===== src/rtl/position_sequencer_if.sv =====
// Command and stepper-handshake bundle for position_sequencer.
// The master side issues absolute targets and reports stepper completion;
// the slave side (the sequencer) accepts commands and drives step segments.
interface position_sequencer_if #(
    parameter int POS_BITS   = 16,
    parameter int COUNT_BITS = 8
);
    logic                         cmd_valid;
    logic                         cmd_ready;
    logic signed [POS_BITS-1:0]   target_x;
    logic signed [POS_BITS-1:0]   target_y;
    logic                         trigger;
    logic signed [COUNT_BITS-1:0] num_steps_x;
    logic signed [COUNT_BITS-1:0] num_steps_y;
    logic                         stepper_done;

    modport master (
        output cmd_valid, target_x, target_y, stepper_done,
        input  cmd_ready, trigger, num_steps_x, num_steps_y
    );

    modport slave (
        input  cmd_valid, target_x, target_y, stepper_done,
        output cmd_ready, trigger, num_steps_x, num_steps_y
    );
endinterface


===== src/rtl/position_sequencer.sv =====
// position_sequencer: breaks absolute XY targets into clamped relative step
// segments for a downstream XY stepper controller and tracks the committed
// position. Optional origin-reset feature: define POSITION_SEQUENCER_HOME_EN.
module position_sequencer #(
    parameter int POS_BITS      = 16,
    parameter int COUNT_BITS    = 8,
    parameter int START_TIMEOUT = 4
) (
    input  logic                       clk,
    input  logic                       reset,
    input  logic                       clk_en,
    position_sequencer_if.slave        bus,
    input  logic                       home,
    output logic signed [POS_BITS-1:0] pos_x,
    output logic signed [POS_BITS-1:0] pos_y,
    output logic                       busy
);

    typedef enum logic [2:0] {
        IDLE,
        CALC,
        TRIG,
        WAIT_START,
        WAIT_DONE
    } state_t;

    localparam int TW = $clog2(START_TIMEOUT + 1);
    localparam logic [TW-1:0] TO_LAST = TW'(START_TIMEOUT - 1);
    localparam logic signed [POS_BITS:0] MAX_D = (POS_BITS + 1)'((1 << (COUNT_BITS - 1)) - 1);
    localparam logic signed [POS_BITS:0] MIN_D = -MAX_D;

    state_t                       state;
    state_t                       state_next;
    logic signed [POS_BITS-1:0]   tgt_x;
    logic signed [POS_BITS-1:0]   tgt_y;
    logic signed [POS_BITS:0]     delta_x;
    logic signed [POS_BITS:0]     delta_y;
    logic signed [COUNT_BITS-1:0] seg_x;
    logic signed [COUNT_BITS-1:0] seg_y;
    logic signed [COUNT_BITS-1:0] steps_x;
    logic signed [COUNT_BITS-1:0] steps_y;
    logic [TW-1:0]                wait_cnt;
    logic                         home_req;
    logic                         handshake;
    logic                         commit;

    // Symmetric clamp: the most negative count code is never issued.
    function automatic logic signed [COUNT_BITS-1:0] clamp_step(input logic signed [POS_BITS:0] d);
        if (d > MAX_D)
            clamp_step = MAX_D[COUNT_BITS-1:0];
        else if (d < MIN_D)
            clamp_step = MIN_D[COUNT_BITS-1:0];
        else
            clamp_step = d[COUNT_BITS-1:0];
    endfunction

`ifdef POSITION_SEQUENCER_HOME_EN
    assign home_req = home & clk_en & (state == IDLE);
`else
    logic unused_home;
    assign unused_home = home;
    assign home_req    = 1'b0;
`endif

    // One extra bit so the difference of two extreme positions cannot wrap.
    assign delta_x = {tgt_x[POS_BITS-1], tgt_x} - {pos_x[POS_BITS-1], pos_x};
    assign delta_y = {tgt_y[POS_BITS-1], tgt_y} - {pos_y[POS_BITS-1], pos_y};
    assign seg_x   = clamp_step(delta_x);
    assign seg_y   = clamp_step(delta_y);

    assign handshake = bus.cmd_valid & clk_en & (state == IDLE) & ~home_req;
    assign commit    = clk_en & bus.stepper_done &
                       ((state == WAIT_DONE) | ((state == WAIT_START) & (wait_cnt == TO_LAST)));

    assign bus.cmd_ready   = (state == IDLE) & ~home_req;
    assign bus.trigger     = (state == TRIG);
    assign bus.num_steps_x = steps_x;
    assign bus.num_steps_y = steps_y;
    assign busy            = (state != IDLE);

    // State register; reset aborts any command in flight.
    always_ff @(posedge clk or posedge reset) begin
        if (reset)
            state <= IDLE;
        else
            state <= state_next;
    end

    // Next-state logic, advancing only on enabled ticks.
    always_comb begin
        state_next = state;
        if (clk_en) begin
            case (state)
                IDLE:       if (handshake) state_next = CALC;
                CALC:       state_next = ((delta_x == '0) && (delta_y == '0)) ? IDLE : TRIG;
                TRIG:       state_next = WAIT_START;
                WAIT_START: begin
                    if (!bus.stepper_done)
                        state_next = WAIT_DONE;
                    else if (commit)
                        state_next = CALC;
                end
                WAIT_DONE:  if (commit) state_next = CALC;
                default:    state_next = IDLE;
            endcase
        end
    end

    // Target latch, segment registers, start-timeout counter and position commit.
    always_ff @(posedge clk or posedge reset) begin
        if (reset) begin
            tgt_x    <= '0;
            tgt_y    <= '0;
            steps_x  <= '0;
            steps_y  <= '0;
            pos_x    <= '0;
            pos_y    <= '0;
            wait_cnt <= '0;
        end else if (clk_en) begin
            if (handshake) begin
                tgt_x <= bus.target_x;
                tgt_y <= bus.target_y;
            end
            if (state == CALC) begin
                steps_x <= seg_x;
                steps_y <= seg_y;
            end
            if (state == TRIG)
                wait_cnt <= '0;
            else if ((state == WAIT_START) && (wait_cnt != TO_LAST))
                wait_cnt <= wait_cnt + TW'(1);
            if (home_req) begin
                pos_x <= '0;
                pos_y <= '0;
            end else if (commit) begin
                pos_x <= pos_x + {{(POS_BITS-COUNT_BITS){steps_x[COUNT_BITS-1]}}, steps_x};
                pos_y <= pos_y + {{(POS_BITS-COUNT_BITS){steps_y[COUNT_BITS-1]}}, steps_y};
            end
        end
    end

endmodule

===== src/flat_wrapper.sv =====
// flat-port wrapper written by rule: the top's interface ports become plain ports
module position_sequencer_flat 
#(
    parameter int POS_BITS      = 16,
    parameter int COUNT_BITS    = 8,
    parameter int START_TIMEOUT = 4
)
  (clk, reset, clk_en, home, pos_x, pos_y, busy, bus_cmd_valid, bus_target_x, bus_target_y, bus_stepper_done, bus_cmd_ready, bus_trigger, bus_num_steps_x, bus_num_steps_y);
  position_sequencer_if #(.POS_BITS(POS_BITS), .COUNT_BITS(COUNT_BITS)) bus_i ();
  input  logic clk;
  input  logic reset;
  input  logic clk_en;
  input  logic home;
  output logic signed [POS_BITS-1:0] pos_x;
  output logic signed [POS_BITS-1:0] pos_y;
  output logic busy;
  input wire logic [$bits(bus_i.cmd_valid)-1:0] bus_cmd_valid;
  input wire logic [$bits(bus_i.target_x)-1:0] bus_target_x;
  input wire logic [$bits(bus_i.target_y)-1:0] bus_target_y;
  input wire logic [$bits(bus_i.stepper_done)-1:0] bus_stepper_done;
  output wire logic [$bits(bus_i.cmd_ready)-1:0] bus_cmd_ready;
  output wire logic [$bits(bus_i.trigger)-1:0] bus_trigger;
  output wire logic [$bits(bus_i.num_steps_x)-1:0] bus_num_steps_x;
  output wire logic [$bits(bus_i.num_steps_y)-1:0] bus_num_steps_y;
  assign bus_i.cmd_valid = bus_cmd_valid;
  assign bus_i.target_x = bus_target_x;
  assign bus_i.target_y = bus_target_y;
  assign bus_i.stepper_done = bus_stepper_done;
  assign bus_cmd_ready = bus_i.cmd_ready;
  assign bus_trigger = bus_i.trigger;
  assign bus_num_steps_x = bus_i.num_steps_x;
  assign bus_num_steps_y = bus_i.num_steps_y;
  position_sequencer #(.POS_BITS(POS_BITS), .COUNT_BITS(COUNT_BITS), .START_TIMEOUT(START_TIMEOUT)) u_core (.clk(clk), .reset(reset), .clk_en(clk_en), .bus(bus_i), .home(home), .pos_x(pos_x), .pos_y(pos_y), .busy(busy));
endmodule

===== config.mk =====
export PLATFORM = sky130hd
export DESIGN_NAME = position_sequencer_flat
export DESIGN_NICKNAME = d
export VERILOG_FILES = /design/src/rtl/position_sequencer_if.sv /design/src/rtl/position_sequencer.sv /design/src/flat_wrapper.sv
export SDC_FILE = /design/constraint.sdc
export NUM_CORES = 1
export LEC_CHECK = 0
export BUFFER_PORTS_ARGS = -buffer_cell sky130_fd_sc_hd__buf_2
export CAP_MARGIN = 10
export CORE_AREA = 2 2 123 101
export CTS_CLUSTER_SIZE = 40
export DETAILED_ROUTE_END_ITERATION = 10
export DIE_AREA = 0 0 125 103
export PLACE_DENSITY_LB_ADDON = 0.08
export SETUP_SLACK_MARGIN = 0.5
export SLEW_MARGIN = 15
export SYNTH_ARGS = -nofsm -noshare
export SYNTH_HDL_FRONTEND = slang
export SYNTH_SLANG_ARGS = --single-unit

===== constraint.sdc =====
create_clock -name clk -period 4 [get_ports clk]
set_clock_uncertainty 0.15 [all_clocks]
set_input_delay 0 -clock clk [delete_from_list [all_inputs] [get_ports clk]]
set_output_delay 0 -clock clk [all_outputs]
set_load 0.05 [all_outputs]

==> reports/metrics.cfg, run 1 <==
[status]
status = completed

[clock_tree]
cts_tree = yes
root_buffer = clkbuf_16
cts_sinks = 86
cts_max_level = 3
numCtsBuffers = 9
cts.reportedPaths.clkPinSlew_ps = 60
clk_latency_ps = 350
clockBufferDepth = 2

[drt]
num_vias = 6106
wirelength_um = 17400
vias_per_cell = 5.83
ant_nets = 0
post-route-drc-count = 0
wire_per_inst_um = 16.7
drtPass1Iterations = 5
drt-initial-drc-count = 334

[finish]
fin_cells = 1047
drive_gt1_frac = 0.215
area_delta_synth_final_pct = 21.8
fin_nets = 998
final_common_cell = buf_2
antenna_cells = 0
fillCellCount = 931
final_cell_mix = 87 x buf_2, 82 x dfrtp_1, 76 x nand2_1

[synthesis]
ys_seq_area_frac = 0.319
ys_async_sr_fraction = 1.00
synth_cells = 764
ys.flop_type = dfrtp_1
ys_types = 75
synth_nets = 872
yosysTopAreaCell = dfrtp_1
synth_top_area_share = 0.319
synthTopCellsByArea = dfrtp_1 32%, ha_1 12%, mux2_2 5.0%, o21ai_0 4.2%, nand2_1 4.2%
yosysWarnings = 0
synth.cell_area_um2 = 6740
syn_area_per_cell_um2 = 8.82
ys_seq_elements = 86
synth-edff-count = 0

[timing]
setup_viol = 0
fin_crit_ps = 3440
fin_ws_ps = 561
relSlewSlack = 0.470
tns_ps = 0
tightestPinTransition_ps = 793
rsz0062_at_grt = yes
fmax_mhz = 291
drv_slew = 0
final-hold-violation-count = 0
finalCritPeriodShare = 0.860

[setup_path]
critPathRequiredTime_ps = 4110
cp-endpoint = u_core.bus.num_steps_x[2]
critPathCaptureType = flop
start_kind = flop
worst_r2r_endpoint = u_core.bus.num_steps_x[2]
r2r-start = u_core.pos_x[0]
timing_worst_setup_path_type = flop to flop
startpoint = u_core.pos_x[0]
path_max_fanout = 6
crit_arrival_ps = 3550
rrSetupSlack_ps = 560
r2r_cells = 10

[place]
port_buffers = 87
place_hpwl_um = 12500
dp_slack_ps = 372
dp.cells = 990
gp_congestion = 0.918

[grt]
grt_max_degree = 60
grt-ovfl-total = 0
grt_pass1_vias = 5731
grt.total_usage = 0.267
grt_pass1_wl_um = 27900
antenna_found_initial = 0

[floorplan]
start_util = 0.571
io_pins = 89
fp.dieH_um = 103
design.core.area_um2 = 11800
rows = 36
die_w_um = 125
die-area_um2 = 12900

[worst_hold_path]
min_path_type = primary input to asynchronous set/reset pin

[flow_run]
max_cap_viol_count = 0

cell families after synthesis:
| group | Yosys count | share of synthesized area |
|---|---|---|
| simple gates | 248 | 0.189 |
| compound gates | 214 | 0.214 |
| flops | 86 | 0.319 |
| buf+inv | 78 | 0.0434 |
| fa+ha+maj | 70 | 0.134 |
| xor+xnor | 36 | 0.0468 |
| mux | 32 | 0.0531 |
layer usage:
layer	GRT usage	routed length (um)	up-vias
li1	-	-	3031
met1	0.385	8680	2880
met2	0.415	7740	167
met3	0.0503	717	28
met4	0.0769	296	0
met5	0	0	-
metrics by stage:
stage | cell area (um2) | hold WS, ps | util
after floorplan | 6760 | -33.2 | -
after global placement | 7370 | 63.3 | 0.624
after detailed placement | 7370 | 65.0 | 0.624
after CTS | 8030 | 210 | 0.681
after global routing | 8210 | 259 | 0.695
final | 8210 | 195 | 0.695
what timing repair did:
action	CTS	global route
setup endpoints to repair	12	18
setup buffers	1	3
hold buffers	37	0
gates cloned	0	0
hold endpoints to repair	96	0
pin swaps	0	3
gates resized for setup	5	30
worst max-delay path, stage by stage (launching register included):
cell and delay (ps):
dfrtp_2 430, ha_4 170, fa_2 340, nand2b_4 170, a21oi_4 220, o22ai_4 150
xor2_1 170, or4_1 510, or4_4 500, o31a_4 330, o311ai_1 220
cell usage after synthesis (6+ instances only):
cell,count
nand4_1,6
mux2_2,30
nor3b_1,7
o211ai_1,7
o21a_1,7
xor2_1,15
nand2b_1,11
a21boi_0,6
a21o_1,18
o21ai_0,57
a31oi_1,6
clkbuf_1,15
or2_2,6
nor3_1,27
a21oi_1,38
nor2_1,38
dfrtp_1,86
nand2_1,76
o31ai_1,11
ha_1,66
or3_1,6
xnor2_1,21
nor4_1,7
nand3_1,18
a211oi_1,9
nor2b_1,19
inv_1,59
cell type report:
type	instances	area (um2)	area share
multi-input cells	600	4490	0.547
inverters	59	224	0.0273
clock inverters	1	5.00	0.000610
flip-flops and latches	86	2160	0.263
well taps	152	190	0.0232
clock buffers	15	258	0.0314
repair buffers	134	881	0.107
sequential cells by signal, indices dropped and copies added, names as in the netlist:
register and cells:
u_core.bus.num_steps_y 8, u_core.state 3, u_core.tgt_y 16, u_core.tgt_x 16
u_core.wait_cnt 3, u_core.pos_y 16, u_core.bus.num_steps_x 8, u_core.pos_x 16
worst min-delay path by stage:
stage               startpoint                to  slack [ps]  depth (start not counted)
2_1_floorplan  bus_target_x[0]   u_core.tgt_x[0]         -30                          2
3_5_place_dp   bus_target_x[1]   u_core.tgt_x[1]          60                          3
5_1_grt        bus_target_x[1]   u_core.tgt_x[1]         260                          4
3_3_place_gp   bus_target_x[0]   u_core.tgt_x[0]          60                          3
4_1_cts          bus_cmd_valid   u_core.tgt_y[1]         210                          4
6_report                 reset  u_core.pos_x[14]         190                          3
Power of run 1 is not shown: default switching activity piles up to over one toggle a cycle in this logic, so the estimate is an artifact.
==> inputs of run 2 (changes only) <==
Settings changed: GPL_TIMING_DRIVEN set to 0, REMOVE_ABC_BUFFERS set to 1.
==> reports/metrics.cfg, run 2 (synthesized netlist as in run 1, its figures left out) <==
[status]
status = completed

[finish]
drive_gt1_frac = 0.256  ; +0.0415
final_common_cell = buf_2
antenna_cells = 0  ; unchanged
fillCellCount = 888  ; -4.6%
regArea_um2 = 2160  ; +0.17%
fin_cells = 1062  ; +1.4%
fin_nets = 1013  ; +1.5%
area_delta_synth_final_pct = 26.3
multi_input_area_um2 = 4600  ; +2.3%
final_cell_mix = 87 x buf_2, 79 x dfrtp_1, 75 x nand2_1

[flow_run]
max_cap_viol_count = 0  ; unchanged

[clock_tree]
cts_tree = yes
root_buffer = clkbuf_16
cts_sinks = 86  ; unchanged
numCtsBuffers = 9  ; unchanged
cts.reportedPaths.clkPinSlew_ps = 70  ; about the same
clockBufferDepth = 2  ; unchanged
clk_latency_ps = 350  ; about the same
cts_max_level = 3  ; unchanged

[worst_hold_path]
min_path_cells = 3
holdPathEnd = u_core.tgt_x[3]
hp-start = bus_cmd_valid
min_path_type = primary input to flop

[setup_path]
path_common_cell = or4_4
r2r-start = u_core.pos_x[1]
crit_chain = buf_4 -> fa_2 -> nand2b_4 -> a21oi_2 -> xor2_2 -> nor3_2 -> and3_4 -> or4_4 -> or4_4 -> o31a_4 -> o311ai_4
r2r_cells = 11  ; +1
rrSetupSlack_ps = 530  ; -30 ps
worst_r2r_endpoint = u_core.bus.num_steps_x[5]
timing_worst_setup_path_type = flop to flop
critPathCaptureType = flop
crit_arrival_ps = 3580  ; +30 ps
cp_slowest_cell = dfrtp_2
cpPeakStageDelay_ps = 430  ; -80 ps
critPathRequiredTime_ps = 4110  ; about the same
start_kind = flop
path_max_fanout = 6  ; unchanged

[place]
port_buffers = 87  ; unchanged
dp.cells = 987  ; -0.30%
place_hpwl_um = 12700  ; +1.3%
dp_slack_ps = 228  ; -144 ps
gp_congestion = 0.878  ; -4.4%

[grt]
grt.total_usage = 0.272  ; +0.00456
top_usage_layer = met2
use_met1 = 0.378  ; -0.00621
grt_use_met3 = 0.0493  ; -0.00104
grt_use_met2 = 0.434  ; +0.0192
grt_pass1_vias = 5815  ; +1.5%
grt_pass1_wl_um = 28100  ; +0.91%
grt_max_degree = 62  ; +3.3%
antenna_found_initial = 0  ; unchanged
grt-ovfl-total = 0  ; unchanged

[drt]
wire_per_inst_um = 16.9  ; +1.3%
ant_nets = 0  ; unchanged
drt-initial-drc-count = 377  ; +13%
drtPass1Iterations = 4  ; -1
post-route-drc-count = 0  ; unchanged
num_vias = 6302  ; +3.2%
wirelength_um = 17900  ; +2.8%
vias_per_cell = 5.93  ; +1.8%

[floorplan]
start_util = 0.571  ; unchanged
io_pins = 89  ; unchanged
fp.dieH_um = 103  ; unchanged
die-area_um2 = 12900  ; unchanged
design.core.area_um2 = 11800  ; unchanged
rows = 36  ; unchanged
die_w_um = 125  ; unchanged

[timing]
final-hold-violation-count = 0  ; unchanged
relSlewSlack = 0.305  ; -0.165
rsz0062_at_grt = yes
finalCritPeriodShare = 0.868  ; +0.00820
drv_slew = 0  ; unchanged
tightestPinTransition_ps = 1040  ; +246 ps
fin_ws_ps = 528  ; -32.8 ps
setup_viol = 0  ; unchanged
tns_ps = 0  ; unchanged
timing.hold.ws_ps = 8.64  ; -186 ps
fin_crit_ps = 3470  ; +32.8 ps
fmax_mhz = 288  ; -0.95%

==> run 2: critical path: cells and delay by family (launching register included) <==
kind,cells,cell delay (ps)
DFF,1,430
buffers and inverters,1,150
xor gates and xnor gates,1,200
adders and majority gates,1,390
and+or+nand+nor,5,1270
AOI/OAI and AO/OA,3,770
==> run 2: worst max-delay path by stage <==
stage | cells past startpoint | startpoint | to
finish | 11 | u_core.pos_x[1] | u_core.bus.num_steps_x[5]
global route | 11 | u_core.pos_x[0] | u_core.bus.num_steps_x[5]
CTS | 11 | u_core.pos_x[0] | u_core.bus.num_steps_x[5]
detailed placement | 11 | u_core.pos_y[0] | u_core.state[1]
global placement | 7 | u_core.wait_cnt[0] | u_core.pos_x[15]
floorplan | 11 | u_core.pos_x[0] | u_core.bus.num_steps_x[1]
==> run 2: final cells by class <==
type                       instances  share of cell area
clock inverter                     6             0.00720
tap                              152              0.0223
clock buffer                      10              0.0281
sequential                        86               0.254
inverter                          59              0.0263
multi-input combinational        600               0.540
timing repair buffer             149               0.122
==> run 2: layer usage <==
metal	vias up	share of wire	routed length (um)
li1	3069	-	-
met5	-	0	0
met4	0	0.021	371
met2	174	0.45	8040
met3	31	0.045	813
met1	3028	0.49	8700
==> run 2: repair_timing <==
item / CTS / global route
endpoints found under the hold margin: 124 / 0
setup endpoints to repair: 15 / 18
pin swaps: 8 / 10
resized for setup: 23 / 43
hold buffers: 37 / 0
buffers inserted: 12 / 10
==> run 2: stage by stage <==
| stage | util | area, um2 |
|---|---|---|
| floorplan | - | 6670 |
| global placement | 0.618 | 7290 |
| detailed placement | 0.624 | 7370 |
| CTS | 0.697 | 8230 |
| global route | 0.721 | 8510 |
| finish | 0.721 | 8510 |
Power of run 2 is left out for the same reason.
